**config.mk**
```make
export PLATFORM = sky130hd
export DESIGN_NAME = wall_follower_ctrl
export DESIGN_NICKNAME = d
export VERILOG_FILES = /design/src/rtl/wf_pkg.sv /design/src/rtl/sensor_debounce.sv /design/src/rtl/wall_follower_ctrl.sv
export SDC_FILE = /design/constraint.sdc
export NUM_CORES = 1
export LEC_CHECK = 0
export CORE_UTILIZATION = 40
export CTS_BUF_LIST = sky130_fd_sc_hd__clkbuf_16
export DETAILED_ROUTE_END_ITERATION = 6
export GPL_TIMING_DRIVEN = 0
export HOLD_SLACK_MARGIN = 0.1
export SYNTH_ARGS = -nofsm -noshare
export SYNTH_HDL_FRONTEND = slang
export SYNTH_SLANG_ARGS = --single-unit
```
**constraint.sdc**
```tcl
create_clock -name clk -period 2.2 [get_ports clk]
set_input_delay 0.44 -clock clk [delete_from_list [all_inputs] [get_ports clk]]
set_output_delay 0.44 -clock clk [all_outputs]
set_load 0.01 [all_outputs]
```
**src/rtl/wf_pkg.sv**
```systemverilog
// Shared types and constants for the wall-following controller.
package wf_pkg;

    typedef enum logic [2:0] {
        IDLE        = 3'd0,
        SEEK        = 3'd1,
        FOLLOW      = 3'd2,
        TURN_AWAY   = 3'd3,
        TURN_TOWARD = 3'd4,
        HALT        = 3'd5
    } state_t;

    localparam logic DIR_LEFT  = 1'b0;
    localparam logic DIR_RIGHT = 1'b1;

endpackage

```
**src/rtl/sensor_debounce.sv**
```systemverilog
// Single-sensor debouncer: clean follows raw only after a run of stable samples.
module sensor_debounce #(
    parameter int unsigned DEBOUNCE_CYCLES = 3,
    parameter int unsigned CNT_W           = 8
) (
    input  logic clk,
    input  logic reset,
    input  logic raw,
    output logic clean
);

    localparam logic [CNT_W-1:0] CNT_LAST = CNT_W'(DEBOUNCE_CYCLES - 1);
    localparam logic [CNT_W-1:0] CNT_ONE  = CNT_W'(1);

    logic [CNT_W-1:0] cnt;

    // Count disagreeing samples; flip clean on the edge the run reaches its length
    always_ff @(posedge clk or posedge reset) begin
        if (reset) begin
            cnt   <= '0;
            clean <= 1'b0;
        end else if (raw == clean) begin
            cnt <= '0;
        end else if (cnt == CNT_LAST) begin
            cnt   <= '0;
            clean <= raw;
        end else begin
            cnt <= cnt + CNT_ONE;
        end
    end

endmodule

```
**src/rtl/wall_follower_ctrl.sv**
```systemverilog
// Wall-following motion controller: debounced sensors, Moore FSM, timed turns, stuck detect.
module wall_follower_ctrl
    import wf_pkg::*;
#(
    parameter int unsigned DEBOUNCE_CYCLES = 3,
    parameter int unsigned TURN_CYCLES     = 4,
    parameter int unsigned STUCK_LIMIT     = 3,
    parameter int unsigned CNT_W           = 8
) (
    input  logic       clk,
    input  logic       reset,
    input  logic       enable,
    input  logic       hand_sel,
    input  logic       front_sensor,
    input  logic       left_sensor,
    input  logic       right_sensor,
    output logic       front,
    output logic       turn,
    output logic       turn_dir,
    output logic       stuck,
    output logic [2:0] state_dbg
);

    localparam logic [CNT_W-1:0] TURN_LOAD = CNT_W'(TURN_CYCLES - 1);
    localparam logic [CNT_W-1:0] STUCK_MAX = CNT_W'(STUCK_LIMIT);
    localparam logic [CNT_W-1:0] CNT_ONE   = CNT_W'(1);

    logic front_db, left_db, right_db;
    logic wall;

    state_t           state, state_nxt;
    logic [CNT_W-1:0] turn_cnt, turn_cnt_nxt;
    logic [CNT_W-1:0] blk_cnt, blk_cnt_nxt;
    logic             hand_lat, hand_nxt;
    logic             front_nxt, turn_nxt, turn_dir_nxt, stuck_nxt;

    sensor_debounce #(.DEBOUNCE_CYCLES(DEBOUNCE_CYCLES), .CNT_W(CNT_W)) u_db_front (
        .clk(clk), .reset(reset), .raw(front_sensor), .clean(front_db)
    );
    sensor_debounce #(.DEBOUNCE_CYCLES(DEBOUNCE_CYCLES), .CNT_W(CNT_W)) u_db_left (
        .clk(clk), .reset(reset), .raw(left_sensor), .clean(left_db)
    );
    sensor_debounce #(.DEBOUNCE_CYCLES(DEBOUNCE_CYCLES), .CNT_W(CNT_W)) u_db_right (
        .clk(clk), .reset(reset), .raw(right_sensor), .clean(right_db)
    );

    assign wall = hand_lat ? right_db : left_db;

    // State, counters, hand latch and decoded outputs
    always_ff @(posedge clk or posedge reset) begin
        if (reset) begin
            state     <= IDLE;
            turn_cnt  <= '0;
            blk_cnt   <= '0;
            hand_lat  <= DIR_LEFT;
            front     <= 1'b0;
            turn      <= 1'b0;
            turn_dir  <= 1'b0;
            stuck     <= 1'b0;
            state_dbg <= 3'd0;
        end else begin
            state     <= state_nxt;
            turn_cnt  <= turn_cnt_nxt;
            blk_cnt   <= blk_cnt_nxt;
            hand_lat  <= hand_nxt;
            front     <= front_nxt;
            turn      <= turn_nxt;
            turn_dir  <= turn_dir_nxt;
            stuck     <= stuck_nxt;
            state_dbg <= state_nxt;
        end
    end

    // Next-state, counter updates and Moore decode of the state being entered
    always_comb begin
        state_nxt    = state;
        turn_cnt_nxt = turn_cnt;
        blk_cnt_nxt  = blk_cnt;
        hand_nxt     = hand_lat;
        front_nxt    = 1'b0;
        turn_nxt     = 1'b0;
        turn_dir_nxt = 1'b0;
        stuck_nxt    = 1'b0;

        case (state)
            IDLE: begin
                if (enable) begin
                    state_nxt = SEEK;
                    hand_nxt  = hand_sel;
                end
            end
            SEEK: begin
                if (front_db) begin
                    state_nxt    = TURN_AWAY;
                    turn_cnt_nxt = TURN_LOAD;
                end else if (wall) begin
                    state_nxt = FOLLOW;
                end
            end
            FOLLOW: begin
                if (front_db) begin
                    state_nxt    = TURN_AWAY;
                    turn_cnt_nxt = TURN_LOAD;
                end else if (!wall) begin
                    state_nxt    = TURN_TOWARD;
                    turn_cnt_nxt = TURN_LOAD;
                end
            end
            TURN_AWAY: begin
                if (turn_cnt != '0) begin
                    turn_cnt_nxt = turn_cnt - CNT_ONE;
                end else if (front_db) begin
                    blk_cnt_nxt = blk_cnt + CNT_ONE;
                    if (blk_cnt + CNT_ONE == STUCK_MAX) begin
                        state_nxt = HALT;
                    end else begin
                        turn_cnt_nxt = TURN_LOAD;
                    end
                end else begin
                    state_nxt = wall ? FOLLOW : SEEK;
                end
            end
            TURN_TOWARD: begin
                if (turn_cnt != '0) begin
                    turn_cnt_nxt = turn_cnt - CNT_ONE;
                end else begin
                    state_nxt = SEEK;
                end
            end
            HALT: begin
                state_nxt = HALT;
            end
            default: begin
                state_nxt = IDLE;
            end
        endcase

        // Dropping enable wins over every other transition
        if (state != IDLE && !enable) begin
            state_nxt = IDLE;
        end

        if (state_nxt == IDLE || state_nxt == SEEK || state_nxt == FOLLOW) begin
            blk_cnt_nxt = '0;
        end

        case (state_nxt)
            SEEK, FOLLOW: front_nxt = 1'b1;
            TURN_AWAY: begin
                turn_nxt     = 1'b1;
                turn_dir_nxt = ~hand_nxt;
            end
            TURN_TOWARD: begin
                turn_nxt     = 1'b1;
                turn_dir_nxt = hand_nxt;
            end
            HALT:    stuck_nxt = 1'b1;
            default: ;
        endcase
    end

endmodule

```
After elaboration in Yosys (flattened, before gate mapping)
Index checks and enable logic that the tools add are counted.
{"block": "op_classes", "n_addsub": 5, "eq_ne": 23, "mux": 37, "bitwise_logic": 4, "n_reduce_logical": 18}
{"operator": "8-bit two-way mux", "count": 17}
{"operator": "8-bit by 1-bit adder with 8-bit output (second input constant)", "count": 4}
{"operator": "8-bit by 2-bit == test with 1-bit output (second input constant)", "count": 4}
{"operator": "8-bit one-hot mux with 4 select lines", "count": 1}
{"operator": "3-bit two-way mux", "count": 10}
{"operator": "3-bit one-hot mux with 6 select lines", "count": 1}
{"operator": "3-bit by 2-bit == test with 1-bit output (second input constant)", "count": 4}
{"operator": "3-bit == test (second input constant)", "count": 4}
{"operator": "8-bit nonzero test", "count": 1}
{"operator": "8-bit by 1-bit subtractor with 8-bit output (second input constant)", "count": 1}
{"operator": "3-bit by 1-bit == test with 1-bit output (second input constant)", "count": 2}
{"operator": "3-bit logical NOT", "count": 2}
{"operator": "1-bit two-way mux", "count": 6}
{"operator": "3-bit by 2-bit inequality test with 1-bit output (second input constant)", "count": 2}
{"operator": "2-bit AND reduction", "count": 3}
{"operator": "6-bit AND reduction", "count": 1}
{"operator": "2-bit by 1-bit inequality test with 1-bit output (second input constant)", "count": 2}
{"operator": "1-bit NOT", "count": 4}
{"operator": "2-bit nonzero test", "count": 2}
{"operator": "4-bit nonzero test", "count": 1}
{"operator": "2-bit OR reduction", "count": 2}
{"operator": "1-bit == test", "count": 3}
{"operator": "3-bit inequality test (second input constant)", "count": 1}
{"operator": "3-bit AND reduction", "count": 1}
{"operator": "7 further kinds", "count": 8}
{"block": "totals", "ff_bits": 51, "in_bits": 7, "output_inout_bits": 7, "elab_cells": 101}

Logic depth before layout (Yosys ltp)
{"block": "depth", "depth_word": 12, "depth_mapped": 9, "depth_no_buf": 8}

By module
From an unflattened synthesis, not the netlist that was laid out.
{"block": "unflattened", "hier_cells": 300, "area_unflattened_um2": 2935.3}
{"mod": "wall_follower_ctrl", "instances": 1, "cells_each": 174, "area_per_inst_um2": 1550.2, "seq_area_each_um2": 600.6}
{"mod": "sensor_debounce", "instances": 3, "cells_each": 42, "area_per_inst_um2": 461.7, "seq_area_each_um2": 225.2}

Worst setup path before layout
No wires, ideal clock.
{"block": "synth_path", "path_type": "register to register", "startpoint": "reg turn_cnt[0]", "endpoint": "reg turn_cnt[1]", "setup_time_ps": 125, "arrival_ps": 2236, "required_ps": 2075, "slack_ps": -161, "path_stages_with_launch": 10, "path_buffers": 1, "period_less_slack_ps": 2361, "cell_sequence": "dfrtp_1 -> inv_1 -> ha_1 -> nor3b_1 -> and2_0 -> clkbuf_1 -> a222oi_1 -> nand2_1 -> a21boi_4 -> mux2_4"}
{"block": "synth_via", "elab_chain_len": 3, "word_cells_on_any_way": 9, "cone_classes": "add/sub: 1; eq/ne: 3; mux: 3; reduce/logical: 2"}
{"item": "from (decl)", "line": "wall_follower_ctrl.sv:32", "source": "logic [CNT_W-1:0] turn_cnt, turn_cnt_nxt;"}
{"item": "from (signal assigned)", "line": "wall_follower_ctrl.sv:63", "source": "turn_cnt <= turn_cnt_nxt;"}
{"item": "8-bit by 1-bit subtractor with 8-bit output or 8-bit nonzero test (tied branches)"}
{"item": "8-bit two-way mux (tied with other cells)", "line": "wall_follower_ctrl.sv:124", "source": "if (turn_cnt != '0) begin"}
{"item": "8-bit one-hot mux with 4 select lines or 6-bit AND reduction (tied branches)"}
Several ways; a longest one is shown, not always the timed one. The select of a mux whose other input is x is not followed.
A chain may end at the register's enable or synchronous reset.

Final worst setup path
{"block": "layout_path", "startpoint": "reg hand_lat", "endpoint": "reg turn_cnt[1]"}
{"block": "layout_via", "elab_chain_len": 3}
{"item": "from (decl)", "line": "wall_follower_ctrl.sv:34", "source": "logic hand_lat, hand_nxt;"}
{"item": "from (signal assigned)", "line": "wall_follower_ctrl.sv:65", "source": "hand_lat <= hand_nxt;"}
{"item": "1-bit two-way mux", "line": "wall_follower_ctrl.sv:47", "source": "assign wall = hand_lat ? right_db : left_db;"}
{"item": "3-bit by 2-bit inequality test with 1-bit output (no line)"}
{"item": "6-bit AND reduction (no line)"}
No other way between the ends.

==> results.sh <==
export IMPL_worstSetupEndpointType="register"
export IMPL_gp_congestion=0.8380
export IMPL_vias=2150
export IMPL_crit_chain="mux2i_4, or4_4, a222oi_1, buf_4, nand2_4, a21boi_4, mux2_4"
export IMPL_yosys_register_bits=51
export IMPL_antenna_found_initial=0
export IMPL_slowest_stage="dfrtp_1"
export IMPL_grt_pass1_wl_mm=9.604
export IMPL_dp_hpwl_mm=3.558
export IMPL_drv_cap=0
export IMPL_synthCells=283
export IMPL_fp_row_count=29
export IMPL_drive_gt1_share_pct=22.02
export IMPL_worstMarginPinSlew_ns=0.5755
export IMPL_grt_pass1_vias=2106
export IMPL_max_freq_mhz=440.6
export IMPL_clk_pin_slew_ns=0.07
export IMPL_clock_latency_ns=0.29
export IMPL_violations="negative setup slack"
export IMPL_insertedDiodeCount=0
export IMPL_wl_per_cell_um=13.90
export IMPL_layout_setup_ws_ns=-0.06971
export IMPL_finalNetCount=343
export IMPL_leakage_nw=1.506
export IMPL_clockBufferDepth=2
export IMPL_setup_viol=11
export IMPL_drt_initial_drc_count=84
export IMPL_start_util_pct=42.50
export IMPL_nFillCells=586
export IMPL_cp_num_buf_inv=1
export IMPL_register_area_um2=1280
export IMPL_syn_area_um2=2760
export IMPL_crit_required_ns=2.38
export IMPL_die_area_um2=7237
export IMPL_grt_max_degree=36
export IMPL_core_area_um2=6495
export IMPL_route_detailed_drc=0
export IMPL_cts_tree="done"
export IMPL_slew_violations=0
export IMPL_yosys_warnings=0
export IMPL_cts_sinks=51
export IMPL_crit_family="multiplexers"
export IMPL_area_growth_pct=27.65
export IMPL_finalWirelength_mm=5.615
export IMPL_instances_no_fill=404
export IMPL_dp_cells=374
export IMPL_crit_path_start_kind="register"
export IMPL_viasPerCell=5.322
export IMPL_slew_headroom_pct=61.23
export IMPL_layout_min_cycle_time_ns=2.270
export IMPL_io_buffers=13
export IMPL_clock_root_buffer="clkbuf_16"
export IMPL_syn_num_nets=300
export IMPL_critPathMaxFanout=4
export IMPL_track_usage_pct=16.64
export IMPL_drt_pass1_iter_count=4
export IMPL_grt_overflow=0
export IMPL_async_flop_share_pct=100.0
export IMPL_synth_edf_count=0
export IMPL_slowest_delay_ns=0.42
export IMPL_holdBufCountCts=0
export IMPL_synth_cell_types=50
export IMPL_die_w_um=85.07
export IMPL_htree_levels=2
export IMPL_min_path_type="input port to async pin"
export IMPL_numCtsBuffers=5
export IMPL_rsz0062_at_grt="true"
export IMPL_io_pins=14
export IMPL_postRouteAntennaNets=0
export IMPL_ys_flop_type="dfrtp_1"
export IMPL_final_hold_viol_count=0
export IMPL_final_period_utilization_pct=103.2
export IMPL_post_place_ws_ns=-0.4231
export IMPL_clock_skew_ns=0.007650
export IMPL_critPathArrivalTime_ns=2.45
export IMPL_hold_slack_ns=0.4361
export IMPL_peakVddDrop_v=0.001089
export IMPL_multiInputGateArea_um2=1584
export IMPL_seq_area_frac_synth_pct=46.24
export IMPL_status="finished, violations left"
export IMPL_power_density_nw_per_um2=1278
export IMPL_path_class="register to register"
export IMPL_fp_dieH_um=85.07
export IMPL_syn_area_per_cell_um2=9.753
-- report_power, final --
part,switching (mW),internal (mW)
Combinational,1.21,1.16
Sequential,0.234,1.13
Clock,0.343,0.420
-- logic make-up (layout without fill, tap and decap cells) --
family                   count (synthesis)  after routing  synth area share (%)
multiplexers                             6              6                 2.538
XOR/XNOR                                32             32                 10.15
buffers and inverters                   17             61                 2.311
adder cells (fa/ha/maj)                 10             10                 4.533
flip-flops                              51             51                 46.24
AND/OR/NAND/NOR                        123            123                 21.94
AO/OA/AOI/OAI                           44             44                 12.28
-- through the flow --
step	area, um^2	setup TNS (ns)	power (mW)	util (%)
after global routing	3523	-2.441	4.801	54.25
after detailed placement	3022	-5.238	2.983	46.52
after floorplan	2775	-0.1184	2.541	-
final	3523	-0.2159	4.503	54.25
after CTS	3366	-0.01090	4.183	51.82
after global placement	3002	-30.00	2.971	46.21
-- cells in the mapped netlist, types with 2 or more instances --
| master | count | share of area [%] |
|---|---|---|
| dfrtp_1 | 51 | 46 |
| nor2_1 | 40 | 5.4 |
| nand2_1 | 23 | 3.1 |
| xor2_1 | 22 | 7.0 |
| nand3_1 | 19 | 3.4 |
| inv_1 | 12 | 1.6 |
| ha_1 | 10 | 4.5 |
| nor3_1 | 10 | 1.8 |
| xnor2_1 | 10 | 3.2 |
| a31oi_1 | 9 | 2.0 |
| and3_1 | 8 | 1.8 |
| a21oi_1 | 7 | 1.3 |
| o21ai_0 | 5 | 0.91 |
| and2_1 | 4 | 0.91 |
| mux2_2 | 4 | 1.6 |
| nor2b_1 | 4 | 0.91 |
| clkbuf_1 | 3 | 0.41 |
| nor4b_1 | 3 | 0.95 |
| o21a_1 | 3 | 0.82 |
| o31ai_1 | 3 | 0.82 |
| a21o_1 | 2 | 0.54 |
| nand2b_1 | 2 | 0.45 |
| or3_1 | 2 | 0.45 |
-- state kept, by name (all words and copies together), names as in the netlist --
| signal | count |
|---|---|
| u_db_right.clean | 1 |
| u_db_front.clean | 1 |
| turn | 1 |
| u_db_right.cnt | 8 |
| turn_cnt | 8 |
| u_db_left.cnt | 8 |
| stuck | 1 |
| state | 3 |
| front | 1 |
| hand_lat | 1 |
| u_db_left.clean | 1 |
| turn_dir | 1 |
| blk_cnt | 8 |
| u_db_front.cnt | 8 |
-- what timing repair did --
item / in CTS / in global routing
hold endpoints to repair: 0 / 0
setup buffers: 17 / 6
pin swaps: 6 / 16
gates resized for setup: 18 / 21
endpoints found under the setup margin: 21 / 19
-- metal layers --
| metal | vias up | share of wire (%) | GRT usage, % |
|---|---|---|---|
| met2 | 40 | 48 | 26.54 |
| met5 | - | 0 | 0 |
| li1 | 1075 | - | - |
| met4 | 0 | 1.3 | 5.393 |
| met3 | 7 | 2.7 | 3.210 |
| met1 | 1028 | 48 | 22.90 |
-- worst paths after layout --
check | from | endpoint | slack (ns) | cells after the start
max | hand_lat | turn_cnt[1] | -0.07 | 7
min | reset | u_db_right.cnt[3] | 0.44 | 2
max reg2reg | hand_lat | turn_cnt[1] | -0.07 | 7
min reg2reg | u_db_front.cnt[0] | u_db_front.cnt[0] | 0.52 | 1
max in group asynchronous | reset | blk_cnt[0] | 1.24 | 3
min in group clk | u_db_front.cnt[0] | u_db_front.cnt[0] | 0.52 | 1
-- layout make-up --
cell class | instances | area share, %
buffer | 3 | 0.6392
clock buffer | 5 | 3.551
clock inverter | 3 | 0.5682
inverter | 13 | 1.385
multi-input combinational | 215 | 44.96
sequential | 51 | 36.33
tap | 77 | 2.734
timing repair buffer | 37 | 9.837
-- layout by cell type, fill, tap and decap left out, types with 6 or more instances in the layout --
cell             Yosys  final
nand2_1             23     22
and3_1               8      8
nor3_1              10     10
dfrtp_1             51     48
buf_4                0     19
ha_1                10      8
a31oi_1              9      6
inv_1               12      9
clkdlybuf4s50_1      0     13
nor2_1              40     38
nand3_1             19     18
xor2_1              22     22
xnor2_1             10     10
No activity file was read; power rests on OpenSTA's default activity.
